<file path="config.mk">
export PLATFORM = sky130hd
export DESIGN_NAME = mul_sequencer
export DESIGN_NICKNAME = d
export VERILOG_FILES = /design/src/rtl/mul_sequencer.sv
export SDC_FILE = /design/constraint.sdc
export NUM_CORES = 1
export LEC_CHECK = 0
export CORE_ASPECT_RATIO = 1.75
export CORE_MARGIN = 2
export CORE_UTILIZATION = 46
export CTS_CLUSTER_DIAMETER = 100
export CTS_CLUSTER_SIZE = 12
export DETAILED_ROUTE_END_ITERATION = 10
export PLACE_DENSITY = 0.7
export SLEW_MARGIN = 20
export SYNTH_ARGS = -nofsm -noshare
export SYNTH_HDL_FRONTEND = slang
export SYNTH_SLANG_ARGS = --single-unit
</file>
<file path="constraint.sdc">
create_clock -name clk_i -period 6.9 [get_ports clk_i]
set_input_delay 1.38 -clock clk_i [delete_from_list [all_inputs] [get_ports clk_i]]
set_output_delay 1.38 -clock clk_i [all_outputs]
set_load 0.01 [all_outputs]
</file>
<file path="src/rtl/mul_sequencer.sv">
// rtl/mul_sequencer.sv - 32-cycle shift-and-add multiply sequencer for the EX stage
module mul_sequencer (
    input  logic        clk_i,
    input  logic        rst_i,
    input  logic        valid_i,
    input  logic [2:0]  ALUCtrl_i,
    input  logic [31:0] rs1_data_i,
    input  logic [31:0] rs2_data_i,
    input  logic [4:0]  rd_addr_i,
    input  logic        flush_i,
    output logic        stall_o,
    output logic        busy_o,
    output logic        done_o,
    output logic [31:0] result_o,
    output logic [4:0]  rd_addr_o
);

    localparam logic [2:0] ALU_MUL  = 3'b101;
    localparam logic [4:0] LAST_CNT = 5'd31;

    typedef enum logic [1:0] {
        S_IDLE = 2'b00,
        S_RUN  = 2'b01,
        S_DONE = 2'b10
    } state_t;

    state_t      state;
    state_t      state_next;

    logic [63:0] mcand;
    logic [63:0] acc;
    logic [31:0] mplier;
    logic [4:0]  count;
    logic [4:0]  rd_q;
    logic        accept;
    logic        run_step;

    // The upper half of the product is accumulated at full width but never exported.
    logic        acc_hi_unused;
    assign acc_hi_unused = ^acc[63:32];

    // A MUL is taken only from IDLE or DONE, and never while flushing or in reset.
    always_comb begin
        accept = 1'b0;
        if (!rst_i && !flush_i && valid_i && (ALUCtrl_i == ALU_MUL) &&
            ((state == S_IDLE) || (state == S_DONE))) begin
            accept = 1'b1;
        end
    end

    // One shift-and-add step per RUN cycle; a flush freezes the datapath in place.
    assign run_step = (state == S_RUN) && !flush_i;

    // State register; reset wins over everything else.
    always_ff @(posedge clk_i) begin
        if (rst_i) begin
            state <= S_IDLE;
        end else begin
            state <= state_next;
        end
    end

    // Next-state logic; flush overrides every transition, unused encoding recovers to IDLE.
    always_comb begin
        state_next = state;
        case (state)
            S_IDLE: begin
                if (accept) begin
                    state_next = S_RUN;
                end
            end
            S_RUN: begin
                if (count == LAST_CNT) begin
                    state_next = S_DONE;
                end
            end
            S_DONE: begin
                state_next = accept ? S_RUN : S_IDLE;
            end
            default: begin
                state_next = S_IDLE;
            end
        endcase
        if (flush_i) begin
            state_next = S_IDLE;
        end
    end

    // Operand load on acceptance, then iterate; registers hold outside RUN.
    always_ff @(posedge clk_i) begin
        if (rst_i) begin
            mcand  <= '0;
            mplier <= '0;
            acc    <= '0;
            count  <= '0;
            rd_q   <= '0;
        end else if (accept) begin
            mcand  <= {32'd0, rs1_data_i};
            mplier <= rs2_data_i;
            acc    <= '0;
            count  <= '0;
            rd_q   <= rd_addr_i;
        end else if (run_step) begin
            if (mplier[0]) begin
                acc <= acc + mcand;
            end
            mcand  <= mcand << 1;
            mplier <= mplier >> 1;
            count  <= count + 5'd1;
        end
    end

    // Pipeline handshake outputs; flush and reset silence stall and done in their cycle.
    always_comb begin
        stall_o = 1'b0;
        done_o  = 1'b0;
        busy_o  = (state != S_IDLE);
        if (!rst_i && !flush_i) begin
            stall_o = (state == S_RUN) || accept;
            done_o  = (state == S_DONE);
        end
    end

    assign result_o  = acc[31:0];
    assign rd_addr_o = rd_q;

endmodule
</file>
==> summary.txt <==
CTS
  – Clock root buffer: clkbuf_16
  – Clk buf depth: 2
  – Clock transition at the registers of the reported paths: 0.07 ns
  – Total CTS buffers: 9
  – Number of H-tree levels: 3
  – Resize count post-CTS: 0
  – Post-CTS setup buffers: 0
  – CTS hold repair buffers: 0
  – CTS tree: yes
  – Clock latency on the worst-skew pair: 0.35 ns
  – CTS Sinks: 108

Detailed routing
  – DR iter-0 viols: 218
  – DR WL/cell: 16.1 um
  – Post-route ant nets: 0
  – DRT Pass-1 Iters: 7
  – Vias: 5582
  – Routed WL: 16000 um
  – Vias per cell: 5.64
  – DRC viols: 0

Logic synthesis
  – Async set or reset register ratio after synthesis: 0
  – YS warnings: 0
  – Top cell type's share of synthesized area: 0.376
  – Post-synthesis sequential area ratio: 0.376
  – Post-synth EDFFs: 0
  – Gate Count Post-Synth: 734
  – Top_reg_cell synth: dfxtp_1
  – Yosys top cell by area: dfxtp_1
  – #FFs+latches synth: 108
  – Syn_nets: 844
  – Ranking of synthesized cells by area: dfxtp_1 38%, nand2_1 11%, a21oi_1 8.0%
  – Syn_area_per_cell: 7.84 sq um
  – Synthesized cell area: 5760 sq um
  – Unique masters post-synth: 55

Floorplan
  – Initial Utilization: 0.465
  – Die area: 13500 sq um
  – I/O Pins: 116
  – Core ar.: 12400 sq um
  – Row count: 54
  – Die span in y: 152 um
  – Die X: 88.6 um

Pwr
  – Leakage: 2.68 nW
  – Sw Share: 0.213
  – Sequential group share of total power: 0.495
  – Switching pwr: 0.000272 W
  – Comb power frac: 0.061
  – PwrDens: 174 nW/um^2
  – Int Pwr: 0.00100 W
  – Clock Power Share: 0.445
  – Worst vdd ir: 0.126 mV

Worst hold path
  – Hold path startpoint: mplier[16]
  – Hold Crit Class: flip-flop to flip-flop

Final layout
  – Share of cells above drive strength 1: 0.0401
  – Final #Nets: 927
  – Area Growth Syn to Fin: 27.0%
  – Diode count: 0
  – Post-layout util: 0.591
  – Fill count: 1177
  – Post-Layout Cell Count: 990

Timing
  – RSZ-0062 raised after global routing: false
  – Final worst path period need: 4.86 ns
  – Fin Setup TNS: 0 ns
  – Final Hold Fails: 0
  – Clk_skew: 0.00809 ns
  – Worst slew margin: 0.353
  – Final Slew Violations: 0
  – Achievable Freq: 206 MHz
  – Setup violators final: 0
  – Worst slew pin tran: 0.966 ns
  – Period utilisation layout: 0.705

Placement
  – Dpl hpwl: 11300 um
  – Port buffer count: 115
  – Placed Cells: 974
  – GP Congestion: 0.878

GRT
  – Gr usage total: 0.241
  – Initial antenna violation count: 0
  – Congestion Overflow GR: 0
  – Vias in the first global route: 5557
  – Global-route wire length before repair: 26000 um
  – Largest net degree at the start of global routing: 75

Setup path
  – Critical Path End Type: primary output
  – Critical path class: input port to primary output
  – CP startpoint: flush_i
  – Required time of the critical path: 5.52 ns
  – Worst Path Max Fanout: 38
  – CP startpoint kind: input port
  – Worst R2R Setup Slack: 3.84 ns
  – Worst reg2reg startpoint: acc[0]
  – Arrival @ worst endpoint: 3.48 ns

Job
  – Max-Cap Viols: 0

Outcome
  – Status: complete, no violations
## registers in the layout, indices dropped and copies added (netlist names)
| signal | count |
|---|---|
| acc | 32 |
| rd_addr_o | 5 |
| count | 5 |
| mcand | 32 |
| mplier | 32 |
| state | 2 |
## layout by cell type, fill, tap and decap left out, types with 7 or more instances in the layout
cell             instances
nand2_1                169
clkdlybuf4s50_1        114
dfxtp_1                108
a21oi_1                 92
nor2_1                  49
ha_1                    33
a22oi_1                 31
a311oi_1                31
nand3_1                 23
o21ai_0                 19
a21o_1                  16
xnor2_1                 14
xor2_1                  12
clkbuf_16                9
nand4_1                  8
a211oi_1                 7
## synth_stat cells, types with 2 or more instances
master	count
nand2_1	169
o21ai_0	19
or3_1	3
o21ai_1	2
a22oi_1	31
a211oi_1	7
nor2_1	50
o31a_1	2
dfxtp_1	108
xor2_1	12
buf_2	2
and2_1	4
ha_1	33
a21oi_1	92
inv_1	3
o21bai_1	3
nand2b_1	2
a31oi_1	6
o21a_1	2
nand3_1	23
nor2b_1	4
or4_1	4
nor3_1	4
o31ai_1	2
xnor2_1	14
clkbuf_1	40
a221oi_1	2
a21o_1	16
nand4_1	8
and3_1	5
buf_1	7
a311oi_1	31
nor3b_1	2
## power by group through the flow
stage | sequential (W) | clock [W] | combinational (W)
6_report | 0.000630 | 0.000567 | 0.0000771
4_1_cts | 0.000630 | 0.000577 | 0.0000773
5_1_grt | 0.000630 | 0.000604 | 0.0000830
3_3_place_gp | 0.000645 | 0 | 0.0000760
3_5_place_dp | 0.000645 | 0 | 0.0000769
2_1_floorplan | 0.000644 | 0 | 0.0000253
## through the flow
| step | setup WS, ns | hold slack, ns | area (sq um) | power, W |
|---|---|---|---|---|
| 2_1_floorplan | 3.00 | 0.436 | 5760 | 0.000669 |
| 3_3_place_gp | 2.02 | 0.442 | 6980 | 0.000721 |
| 3_5_place_dp | 2.03 | 0.447 | 6980 | 0.000722 |
| 4_1_cts | 2.01 | 0.457 | 7310 | 0.00128 |
| 5_1_grt | 1.93 | 0.477 | 7310 | 0.00132 |
| 6_report | 2.04 | 0.454 | 7310 | 0.00127 |
## area by class of cell
cell class	count	area, sq um	share of cell area
timing repair buffer	121	1190	0.163
multi-input combinational	574	3410	0.466
sequential	108	2160	0.296
clock inverter	5	83.8	0.0115
tap	168	210	0.0288
clock buffer	11	243	0.0332
inverter	3	11.3	0.00154
## worst max-delay path, stage by stage
cell	delay (ns)
clkdlybuf4s50_1	0.45
or3b_2	0.80
o21ai_0	0.28
clkdlybuf4s50_1	0.57
## path summary, 6_finish.rpt
kind,to,cells past startpoint
max,stall_o,4
min,mplier[16],2
max reg2reg,acc[30],10
min reg2reg,mplier[16],2
## metal layers
layer	wire length, um	vias to the layer above	global-route usage
met5	0	-	0
met4	616	0	0.116
met3	732	35	0.0500
met2	8560	140	0.434
met1	6060	2600	0.257
li1	-	2807	-
## kinds of logic (layout without fill, tap and decap cells)
family,after synthesis,count (layout),share of synthesized area
adders and majority gates,34,34,0.0752
and+or+nand+nor,286,286,0.214
buffers and inverters,52,140,0.0343
DFF,108,108,0.376
muxes,1,1,0.00174
AOI/OAI and AO/OA,227,227,0.260
xor gates and xnor gates,26,26,0.0396
(Power assumes the default switching activity.)
==> patch: new RTL, config.mk and constraints unchanged <==
Re-encode `state_t` (3 states) as one-hot, 3 bits wide.
--- a/src/rtl/mul_sequencer.sv
+++ b/src/rtl/mul_sequencer.sv
@@ -20,6 +20,6 @@
 
-    typedef enum logic [1:0] {
-        S_IDLE = 2'b00,
-        S_RUN  = 2'b01,
-        S_DONE = 2'b10
+    typedef enum logic [2:0] {
+        S_IDLE = 3'b001,
+        S_RUN  = 3'b010,
+        S_DONE = 3'b100
     } state_t;
Behaviour: same outputs for any inputs over 4 cycles, from zero or initial values and one cycle with rst_i high; so few cycles prove little.
==> patch against the unedited design <==
Synthesized area is 2.5% higher; power is 3.2% lower; routed wire length is 5.4% higher; design area is 1.5% higher; critical path type unchanged; setup slack better by 0.33 ns; core utilization is 0.23 points higher; first-iteration DRC count is 4.6% lower; critical path depth is 4 higher; sequential cell count is 1 higher; highest routed layer unchanged.
==> patch: results (changes against the unedited design) <==
* Hold depth at 2 (unchanged)
* Setup bufs post-CTS at 0 (unchanged)
* PortBufs at 115 (unchanged)
* Critical path launch point: ALUCtrl_i[1]
* Flop pwr share at 51.6% (+2.1 points)
* Critical path's top delay family: buffers and inverters
* Global-route wire length before repair at 27.3 mm (+4.7%)
* Synthesized net count at 866 (+2.6%)
* DR WL met3 at 807 um (+10%)
* Global Route Usage Sum at 24.8% (+0.71 points)
* Antenna cell count at 0 (unchanged)
* Final GP Congestion at 0.900 (+2.5%)
* Synth cell types at 51 (-7.3%)
* Regs by FF count: acc (32), mcand (32), mplier (32)
* CP max stage delay at 0.53 ns (-0.27 ns)
* Drt first pass iters at 5 (-2)
* Skew final at 0.00934 ns (+0.00126 ns)
* GR Util met3 at 4.56% (-0.43 points)
* Post-synth top cells: 172 x nand2_1, 109 x dfxtp_1, 91 x a21oi_1, 60 x nor2_1, 41 x clkbuf_1
* RR Startpoint: state[0]$_SDFFE_PP1P_
* Worst Setup EP: stall_o
* FF-to-FF setup slack at 3.69 ns (-0.15 ns)
* Internal power at 0.935 mW (-6.7%)
* Max-slew headroom at 41.2% (+5.9 points)
* Status: completed
* Hold_ws at 0.455 ns (+0.000683 ns)
* Drt via density at 5.70 (+1.0%)
* Resized cells post-CTS at 0 (unchanged)
* Slowest-stage cell, CP: clkdlybuf4s50_1
* Lkg Pwr at 2.74 nW (+2.2%)
* Initial DRC count at 208 (-4.6%)
* Sequential area share after synthesis at 37.0% (-0.58 points)
* Metal-1 WL at 6.62 mm (+9.3%)
* Share of cells above drive strength 1 at 4.64% (+0.62 points)
* Max IR drop VDD at 0.154 mV (+22%)
* H-tree Lvls at 3 (unchanged)
* GR Util met2 at 43.6% (+0.16 points)
* Final Worst Setup Slack at 2.37 ns (+0.330 ns)
* Hold path endpoint: mplier[5]$_SDFFE_PP0P_
* Largest net degree at the start of global routing at 74 (-1.3%)
* Top post-synthesis cells by area: dfxtp_1 37%, nand2_1 11%, a21oi_1 7.7%
* Start point of the worst hold path: mplier[5]$_SDFFE_PP0P_
* R2R cell count at 7 (-3)
* Worst EP arrival at 3.15 ns (-0.33 ns)
* Routed met2 length at 8.96 mm (+4.6%)
* R2R Path End: acc[31]$_SDFFE_PP0P_
* Comb. pwr at 0.0748 mW (-3.0%)
* TritonCTS Buffers at 9 (unchanged)
* Post-DP Area at 0.00712 mm^2 (+2.0%)
* Pre-CTS setup slack at 2.36 ns (+0.326 ns)
* Critical-path maximum fanout at 3 (-92%)
* Clock transition at path regs at 0.08 ns
* GRT met1 Usage at 29.0% (+3.4 points)
* CTS max path bufs at 2 (unchanged)
* Routed Wire Length at 16.8 mm (+5.4%)
* Total Nets Final at 946 (+2.0%)
* HPWL after detailed placement at 12.2 mm (+7.5%)
-- patch: logic make-up after synthesis --
| kind of cell | count (synthesis) | synth area share [%] |
|---|---|---|
| simple gates | 281 | 20.0 |
| compound gates | 238 | 26.9 |
| flops | 109 | 37.0 |
| buf+inv | 63 | 4.16 |
| fa+ha+maj | 34 | 7.34 |
| xor+xnor | 31 | 4.60 |
-- patch: layout make-up --
| class | count | area (um^2) |
|---|---|---|
| inverter | 10 | 37.5 |
| clock buffer | 9 | 225 |
| timing repair buffer | 122 | 1200 |
| tap | 168 | 210 |
| fill | 1132 | 5080 |
| clock inverter | 7 | 75.1 |
| sequential | 109 | 2180 |
| multi-input combinational | 584 | 3490 |
-- patch: stage by stage --
step	total power [mW]	std cells
6_report	1.23	1009
5_1_grt	1.28	1009
4_1_cts	1.24	1009
3_5_place_dp	0.725	993
3_3_place_gp	0.724	993
2_1_floorplan	0.673	756
